`src/rtl/serial_bit_source.sv`:
```
// Parallel-to-serial word source: accepts words over valid/ready and shifts them
// out MSB-first on x, with an optional fixed idle gap after each word.
module serial_bit_source #(
  parameter int WIDTH = 8,
  parameter int GAP   = 0
) (
  input  logic             clk,
  input  logic             reset,
  input  logic [WIDTH-1:0] din,
  input  logic             din_valid,
  output logic             din_ready,
  output logic             x,
  output logic             x_valid,
  output logic             frame_start,
  output logic             busy
);
  localparam int             BW       = $clog2(WIDTH);
  localparam logic [BW-1:0]  BIT_LAST = BW'(WIDTH - 1);
  localparam logic [3:0]     GAP_LAST = (GAP > 0) ? 4'(GAP - 1) : 4'd0;

  typedef enum logic [1:0] {S_IDLE, S_SHIFT, S_GAP} state_e;

  state_e             state_q;
  logic [WIDTH-1:0]   sr_q;
  logic [BW-1:0]      bit_cnt_q;
  logic [3:0]         gap_cnt_q;
  logic               x_q, x_valid_q, frame_start_q, busy_q;
  logic               xfer;

  // Ready only at points where the next cycle is free for a new MSB.
  assign din_ready = reset &&
                     ((state_q == S_IDLE) ||
                      (state_q == S_SHIFT && bit_cnt_q == BIT_LAST && GAP == 0) ||
                      (state_q == S_GAP && gap_cnt_q == GAP_LAST));
  assign xfer = din_valid && din_ready;

  always_ff @(posedge clk or negedge reset) begin
    if (!reset) begin
      state_q       <= S_IDLE;
      sr_q          <= '0;
      bit_cnt_q     <= '0;
      gap_cnt_q     <= '0;
      x_q           <= 1'b0;
      x_valid_q     <= 1'b0;
      frame_start_q <= 1'b0;
      busy_q        <= 1'b0;
    end else begin
      frame_start_q <= 1'b0;
      if (xfer) begin
        state_q       <= S_SHIFT;
        sr_q          <= din;
        bit_cnt_q     <= '0;
        x_q           <= din[WIDTH-1];
        x_valid_q     <= 1'b1;
        frame_start_q <= 1'b1;
        busy_q        <= 1'b1;
      end else begin
        case (state_q)
          S_SHIFT: begin
            if (bit_cnt_q != BIT_LAST) begin
              sr_q      <= sr_q << 1;
              bit_cnt_q <= bit_cnt_q + BW'(1);
              x_q       <= sr_q[WIDTH-2];
            end else if (GAP > 0) begin
              state_q   <= S_GAP;
              gap_cnt_q <= '0;
              x_q       <= 1'b0;
              x_valid_q <= 1'b0;
            end else begin
              state_q   <= S_IDLE;
              x_q       <= 1'b0;
              x_valid_q <= 1'b0;
              busy_q    <= 1'b0;
            end
          end
          S_GAP: begin
            if (gap_cnt_q != GAP_LAST) begin
              gap_cnt_q <= gap_cnt_q + 4'd1;
            end else begin
              state_q <= S_IDLE;
              busy_q  <= 1'b0;
            end
          end
          default: ;
        endcase
      end
    end
  end

  assign x           = x_q;
  assign x_valid     = x_valid_q;
  assign frame_start = frame_start_q;
  assign busy        = busy_q;
endmodule

```
`config.mk`:
```
export PLATFORM = sky130hd
export DESIGN_NAME = serial_bit_source
export DESIGN_NICKNAME = d
export VERILOG_FILES = /design/src/rtl/serial_bit_source.sv
export SDC_FILE = /design/constraint.sdc
export NUM_CORES = 1
export LEC_CHECK = 0
export BUFFER_PORTS_ARGS = -buffer_cell sky130_fd_sc_hd__buf_4
export CORE_MARGIN = 3
export CORE_UTILIZATION = 30
export CTS_CLUSTER_DIAMETER = 100
export DETAILED_ROUTE_END_ITERATION = 6
export PLACE_DENSITY_LB_ADDON = 0.05
export RECOVER_POWER = 100
export SYNTH_ARGS = -nofsm -noshare
export SYNTH_HDL_FRONTEND = slang
export SYNTH_SLANG_ARGS = --single-unit
```
`constraint.sdc`:
```
create_clock -name clk -period 1.65 [get_ports clk]
set_clock_uncertainty 0.1 [all_clocks]
set_input_delay 0.165 -clock clk [delete_from_list [all_inputs] [get_ports clk]]
set_output_delay 0.165 -clock clk [all_outputs]
set_load 0.005 [all_outputs]
```
==> reports/metrics.cfg, run 1 <==
[placed_design]
gp_congestion=0.707
dpl_cell_area_um2=800
place_ws_ns=-0.0446
port_buffers=15

[clocking]
cts.sinks=14
clock_path_buffers=2
ctsRootBufferMaster=clkbuf_4
htree_levels=1
cts-buffers-inserted=3
clk_pin_slew_ns=0.08
clock_latency_ns=0.29
cts_tree=built

[route]
vias=532
wl_per_cell_um=13.2
via_per_inst=4.79
drt_first_pass_iters=4
drcViolationCount=0
drt-initial-drc-count=10
drt_wl_total_um=1470
drtAntennaViolNets=0

[logic_synthesis]
yosys_register_bits=14
synth.most_common_cell=dfrtp_1
synth_area_leaders=dfrtp_1 (56%), a221o_1 (9.7%), and2_1 (7.0%)
synth_top_cell_by_area=dfrtp_1
ys_types=17
synth.yosys.seq_area_share_pct=56.3
postSynthAreaPerCell_um2=12.0
synth.cell_area_um2=622
synth_commonest_cells=dfrtp_1 (14), and2_1 (7), nand2_1 (7), a221o_1 (6), nand3_1 (5)
synth_nets=65
yosys_most_used_dff=dfrtp_1
yosys.area.top_type_share_pct=56.3
synth-async-reset-ratio_pct=100
synth_edf_count=0
syn-instance-count=52
yosys_warnings=0

[grt]
grt_overflow_total=0
grt_usage_pct=13.4
grt_first_pass_wirelength_um=2480
grt_max_degree=11
antenna_found_initial=0
grt_pass1_vias=579

[worst_setup_path]
r2r_cells=5
critPathArrivalTime_ns=1.43
path_class=reg -> out
cp.depth=5
start_kind=register
cp-startpoint=bit_cnt_q[0]
slowest_stage=dfrtp_1
regToRegSetupSlack_ns=0.03
worstPathMaxFanout=3
r2r-end=sr_q[2]
cp_top_family=flip-flops
r2r-start=bit_cnt_q[0]
crit_chain=ha_2 -> ha_4 -> nand2b_4 -> and2_4 -> buf_6
max_stage_delay_ns=0.39
required_ns=1.38
crit_buf_inv=1
critPathCaptureType=primary output
crit_end=din_ready

[power_and_ir_drop]
power.net_switching_w=0.000515
power.internal_w=0.00106
p_per_area_nw_per_um2=1650
leakage_nw=0.470
clkPwrFrac_pct=15.8
switching_share_pct=32.8
pwr-share-comb_pct=48.8
vdd_drop_max_mv=0.895
power_frac_seq_pct=35.4
design_power_total_w=0.00157

[sta]
finalHoldViolations=0
setup_viol=1
relSlewSlack_pct=76.8
finalSetupTns_ns=-0.0473
rsz0062_at_grt=true
finalMaxSlewViolations=0
layout_min_cycle_time_ns=1.70
finalCritPeriodShare_pct=103
fmax_mhz=589
tightest_slew_ns=0.348
hold_slack_ns=0.0124
timing.final.ws_setup_ns=-0.0473

[floorplan]
fp.dieH_um=51.5
core_area_um2=1840
die_area_um2=2660
design.portCount=16
num_rows=15
die_w_um=51.5
start_util_pct=33.8

[outcome]
violations=negative setup slack
run_status=complete, but fails checks

[layout]
nets=100
syn_to_final_growth_pct=52.9
design_area_um2=951
diodes=0
drive_gt1_share_pct=45.3

[flow_run]
timing.max_cap.violations=0

[worst_hold_path]
hold_class=in -> reg

## cell type report
cell class / count / area (µm²)
clock buffers: 4 / 36.3
repair buffers: 30 / 241
well taps: 25 / 31.3
inverters: 1 / 3.75
fillers: 186 / 888
flip-flops and latches: 14 / 350
multi-input cells: 37 / 288
## power by group through the flow
| stage | sequential (W) | clock [W] | combinational, W |
|---|---|---|---|
| finish | 0.000557 | 0.000248 | 0.000766 |
| global route | 0.000577 | 0.000276 | 0.000861 |
| CTS | 0.000554 | 0.000264 | 0.000744 |
| detailed placement | 0.000547 | 0 | 0.000635 |
| global placement | 0.000553 | 0 | 0.000628 |
| floorplan | 0.000537 | 0 | 0.000376 |
## per-stage QoR
stage | utilization (%) | std cells
finish | 51.7 | 111
global route | 51.7 | 111
CTS | 51.0 | 109
detailed placement | 43.5 | 97
global placement | 43.5 | 97
floorplan | - | 52
## cell usage in the layout (no fill, tap or decap)
| cell type | n |
|---|---|
| buf_6 | 1 |
| nor3b_1 | 1 |
| nor2_2 | 2 |
| and2_2 | 1 |
| and2_4 | 1 |
| nand2_1 | 7 |
| nor2b_4 | 1 |
| nor2_4 | 1 |
| a221o_2 | 1 |
| ha_2 | 1 |
| a221o_1 | 6 |
| a21o_1 | 1 |
| nand3_1 | 5 |
| clkbuf_8 | 1 |
| inv_1 | 1 |
| clkbuf_4 | 6 |
| nand2b_4 | 1 |
| ha_4 | 1 |
| buf_4 | 21 |
| dlygate4sd3_1 | 5 |
| o21ai_0 | 1 |
| dfrtp_1 | 14 |
| and2_1 | 6 |
## cells by family (layout without fill, tap and decap cells)
logic type	Yosys count	in the layout	share of synthesized area (%)
simple gates	25	26	23.7
flops	14	14	56.3
compound gates	9	9	13.5
fa+ha+maj	2	2	4.02
buf+inv	2	35	2.41
## registers in the layout (all words and copies together) (netlist names)
signal / count
x_valid: 1
frame_start: 1
busy: 1
sr_q: 7
x: 1
bit_cnt_q: 3
## timing repair
| action | 4_1_cts | 5_1_grt |
|---|---|---|
| gates cloned | 0 | 1 |
| hold buffers | 5 | 0 |
| gates resized for setup | 6 | 2 |
| setup endpoints to repair | 8 | 8 |
| pin swaps | 2 | 10 |
| hold endpoints to repair | 18 | 0 |
| buffers inserted | 3 | 1 |
## routing by layer
| layer | share of wire, % | vias to the layer above | wire length, µm | track usage, % |
|---|---|---|---|---|
| li1 | - | 256 | - | - |
| met4 | 2.0 | 0 | 29 | 6.55 |
| met3 | 6.2 | 5 | 91 | 6.30 |
| met2 | 50 | 11 | 740 | 21.8 |
| met1 | 41 | 260 | 605 | 14.6 |
| met5 | 0 | - | 0 | 0 |
## how the worst min path moves through the flow
| stage | from | end | depth (start not counted) |
|---|---|---|---|
| final | din[5] | sr_q[5] | 2 |
| after global routing | din[6] | sr_q[6] | 2 |
| after CTS | din[5] | sr_q[5] | 2 |
| after detailed placement | reset | busy | 1 |
| after global placement | reset | sr_q[6] | 1 |
| after floorplan | reset | bit_cnt_q[0] | 0 |
Note: power is estimated with default switching activity, not from simulation.
==> inputs of run 2 (changes only) <==
- CORE_UTILIZATION: 30 -> 44
- SKIP_CTS_REPAIR_TIMING: not set -> 1
==> run 2 against run 1 <==
  * The flow finishes with violations (negative hold slack, negative setup slack)
  * Routed wire length shrank 18%
  * Clock-buffer cell count is the same
  * Global-route usage grew 0.25 points
  * Critical path depth is the same
  * Die area shrank 28%
  * Core utilization grew 19 points
  * Setup slack lost 0.0072 ns
  * Sequential cell count is the same
  * Fmax shrank 0.43%
  * Sequential share of layout area grew 3.6 points
  * Critical endpoint unchanged
==> reports/metrics.cfg, run 2 (synthesized netlist as in run 1, its figures left out) <==
[outcome]
run_status=complete, but fails checks
violations=negative hold slack, negative setup slack

[clocking]
cts_tree=built
clock_latency_ns=0.27
htree_levels=1
clk_pin_slew_ns=0.09
ctsRootBufferMaster=clkbuf_4
cts.sinks=14
clock_path_buffers=2
cts-buffers-inserted=3

[layout]
drive_gt1_share_pct=44.2
layout_commonest_cell=buf_4
syn_to_final_growth_pct=39.2
largest_register_ffs=7
fillCellCount=89
top_register=sr_q
fin_util_pct=71.2
nets=91
finalNonFillerCells=91
design_area_um2=866
layout_common_cells=buf_4 (17), dfrtp_1 (14), nand2_1 (7)
diodes=0
reg.largest.list=sr_q: 7 flops, bit_cnt_q: 3 flops

[sta]
hold_slack_ns=-0.00252
relSlewSlack_pct=83.5
layout_min_cycle_time_ns=1.70
finalCritPeriodShare_pct=103
finalHoldViolations=1
finalMaxSlewViolations=0
timing.final.ws_setup_ns=-0.0545
tightest_slew_ns=0.247
rsz0062_at_grt=true
finalSetupTns_ns=-0.0545
fmax_mhz=587
setup_viol=1

[worst_setup_path]
r2r-start=bit_cnt_q[1]
critPathCaptureType=primary output
cp_top_family=flip-flops
path_class=reg -> out
required_ns=1.38
r2r_cells=5
max_stage_delay_ns=0.40
start_kind=register
slowest_stage=dfrtp_1
critPathArrivalTime_ns=1.44
regToRegSetupSlack_ns=0.04
crit_buf_inv=1
crit_chain=ha_2 -> ha_4 -> nand2b_4 -> and2_4 -> buf_6
r2r-end=sr_q[2]
worstPathMaxFanout=3

[route]
drt_first_pass_iters=3
wl_per_cell_um=13.2
vias=478
drtAntennaViolNets=0
drcViolationCount=0
drt_wl_total_um=1210
drt-initial-drc-count=8
via_per_inst=5.25

[grt]
grt_pass1_vias=446
grt_overflow_total=0
grt_usage_pct=13.7
antenna_found_initial=0
grt_first_pass_wirelength_um=1950
grt_max_degree=18

[placed_design]
gp_congestion=0.710
port_buffers=15
dpl_cell_area_um2=763
dp_cells=83

[floorplan]
fp.dieH_um=43.6
start_util_pct=51.1
die_w_um=43.6
die_area_um2=1900
num_rows=12
design.portCount=16
core_area_um2=1220

[worst_hold_path]
hold_depth=3
hp-start=din[0]
hold-path-endpoint=sr_q[0]
hold_class=in -> reg

[flow_run]
timing.max_cap.violations=0

[power_and_ir_drop]
leakage_nw=0.433
p_per_area_nw_per_um2=1710
vdd_drop_max_mv=1.36

[run 2: cell count changes in the layout (fill, tap and decap cells not counted)]
cell / previous run / this run
dlygate4sd3_1: 5 / 1
buf_4: 21 / 17
nor2_4: 1 / 2
nor2_2: 2 / 0
[run 2: worst max-delay path by stage]
stage,start,endpoint,cells after the start
after floorplan,bit_cnt_q[0],sr_q[6],6
after global placement,bit_cnt_q[0],sr_q[4],5
after detailed placement,bit_cnt_q[0],sr_q[2],5
after CTS,bit_cnt_q[0],din_ready,5
after global routing,bit_cnt_q[1],din_ready,5
final,bit_cnt_q[1],din_ready,5
[run 2: area by class of cell]
| class | instances | area, µm² | share of cell area (%) |
|---|---|---|---|
| clock buffers | 4 | 36.3 | 4.19 |
| inverters | 1 | 3.75 | 0.434 |
| multi-input cells | 36 | 287 | 33.1 |
| flip-flops and latches | 14 | 350 | 40.5 |
| well taps | 14 | 17.5 | 2.02 |
| repair buffers | 22 | 171 | 19.8 |
[run 2: report_power, final]
part | total, W | internal (W) | switching (W)
Combinational | 0.000681 | 0.000389 | 0.000292
Sequential | 0.000556 | 0.000470 | 0.0000858
Clock | 0.000242 | 0.000134 | 0.000108
Total | 0.00148 | 0.000993 | 0.000486
[run 2: layer usage]
layer	vias up	track usage (%)	wire length [µm]	share of wire, %
met3	2	4.56	89	7.4
li1	240	-	-	-
met2	14	18.9	583	48
met5	-	0	0	0
met1	222	19.4	527	44
met4	0	5.42	5	0.41
[run 2: stage by stage]
step | total power, W | worst slack, ns
global route | 0.00160 | -0.106
global placement | 0.00111 | 0.0306
CTS | 0.00138 | -0.176
detailed placement | 0.00113 | -0.0161
finish | 0.00148 | -0.0545
floorplan | 0.000913 | 0.0620
[run 2: tightest hold or removal path, delay by kind of cell]
kind                   cells  cell delay, ns
buffers and inverters      1            0.07
and+or+nand+nor            2            0.10
==> inputs of run 3 (changes only) <==
--- a/config.mk
+++ b/config.mk
@@ -12,2 +12,3 @@
 export DETAILED_ROUTE_END_ITERATION = 6
+export GPL_TIMING_DRIVEN = 0
 export PLACE_DENSITY_LB_ADDON = 0.05
==> constraint.sdc (replaced) <==
create_clock -name clk -period 1.65 [get_ports clk]
set_clock_uncertainty 0.1 [all_clocks]
set_input_delay 0.0825 -clock clk [delete_from_list [all_inputs] [get_ports clk]]
set_output_delay 0.0825 -clock clk [all_outputs]
set_load 0.005 [all_outputs]
==> run 3 against run 2 <==
  * The flow now finishes without violations
  * Sequential power grew 2%
  * Design area up 9.1%
  * Core utilization up 6.5 points
  * Non-clock buffer count grew 7
  * Register-to-register slack about the same
  * Setup slack improved by 0.060 ns
  * Via count rose by 10%
  * Critical path type unchanged
  * Largest cell class unchanged
==> reports/metrics.cfg, run 3 (synthesized netlist as in run 1, its figures left out) <==
[worst_hold_path]
hold_class=in -> async

[worst_setup_path]
cpMostUsedCell=ha_4
path_class=reg -> out
required_ns=1.47
crit_chain=ha_4 -> ha_4 -> nand2b_4 -> and2_4 -> buf_6
crit_buf_inv=1
cp_top_family=flip-flops
critPathArrivalTime_ns=1.46
start_kind=register
worstPathMaxFanout=3
critPathCaptureType=primary output
slowest_stage=dfrtp_1
max_stage_delay_ns=0.43

[floorplan]
design.portCount=16
num_rows=12
die_area_um2=1900
die_w_um=43.6
start_util_pct=51.1
core_area_um2=1220
fp.dieH_um=43.6

[clocking]
cts.sinks=14
htree_levels=1
cts_tree=built
clk_pin_slew_ns=0.09
clock_latency_ns=0.28
cts-buffers-inserted=3
ctsRootBufferMaster=clkbuf_4
clock_path_buffers=2

[power_and_ir_drop]
p_per_area_nw_per_um2=1630
design_power_total_w=0.00154
vdd_drop_max_mv=1.25
leakage_nw=0.462

[placed_design]
port_buffers=15
gp_congestion=0.659
dp_hpwl_um=839

[outcome]
run_status=finished clean

[layout]
reg.largest.list=sr_q: 7 flops, bit_cnt_q: 3 flops
largest_register_ffs=7
layout_commonest_cell=buf_4
ff_latch_area_um2=350
nets=98
diodes=0
top_register=sr_q
drive_gt1_share_pct=39.3
fillCellCount=71
syn_to_final_growth_pct=51.9
multi_input_area_um2=292
layout_common_cells=buf_4 (17), dfrtp_1 (14), dlygate4sd3_1 (9)
fin_util_pct=77.7

[sta]
setup_viol=0
tightest_slew_ns=0.390
relSlewSlack_pct=74.0
finalSetupTns_ns=0
rsz0062_at_grt=true
finalCritPeriodShare_pct=99.7
layout_min_cycle_time_ns=1.65
finalHoldViolations=0
fmax_mhz=608
finalMaxSlewViolations=0

[route]
vias=526
drcViolationCount=0
via_per_inst=5.37
drt-initial-drc-count=9
drt_first_pass_iters=6
drtAntennaViolNets=0
drt_wl_total_um=1410
wl_per_cell_um=14.4

[grt]
grt_overflow_total=0
grt_usage_pct=14.6
grt_first_pass_wirelength_um=2050
antenna_found_initial=0
grt_pass1_vias=471
grt_max_degree=18

[flow_run]
timing.max_cap.violations=0

## run 3: final cells by class
cell class,instances,share of cell area [%]
plain buffers,1,1.19
clock buffers,4,3.84
inverters,1,0.397
multi-input cells,36,30.9
flip-flops and latches,14,37.1
well taps,14,1.85
repair buffers,28,24.8
## run 3: routing by layer
metal,GRT usage (%),wire length (µm),up-vias
met4,3.61,8,0
li1,-,-,251
met2,23.5,660,24
met1,18.6,648,249
met5,0,0,-
met3,4.98,89,2
## run 3: stage by stage
stage                     instances  area (µm²)  hold WS [ns]  setup WS [ns]
after floorplan                  52         622        -0.313         0.0620
after global placement           81         752        -0.153        -0.0279
after detailed placement         81         752        -0.152        -0.0593
after CTS                        85         788        -0.458         -0.270
after global routing             98         945         0.104        -0.0555
final                            98         945        0.0912        0.00498
## run 3: path summary, 6_finish.rpt
path / from / endpoint / slack (ns) / cells after the start
hold reg to reg: x_valid / x_valid / 0.39 / 1
min in group clk: din_valid / busy / 0.11 / 4
hold / removal: reset / x / 0.09 / 2
setup / recovery: bit_cnt_q[1] / din_ready / 0.005 / 5
max in group asynchronous: reset / bit_cnt_q[0] / 1.18 / 2
setup reg to reg: bit_cnt_q[1] / sr_q[1] / 0.03 / 6
## run 3: power breakdown
group | switching [W] | internal, W
Clock | 0.000115 | 0.000134
Combinational | 0.000302 | 0.000422
Sequential | 0.0000992 | 0.000470
Total | 0.000516 | 0.00103
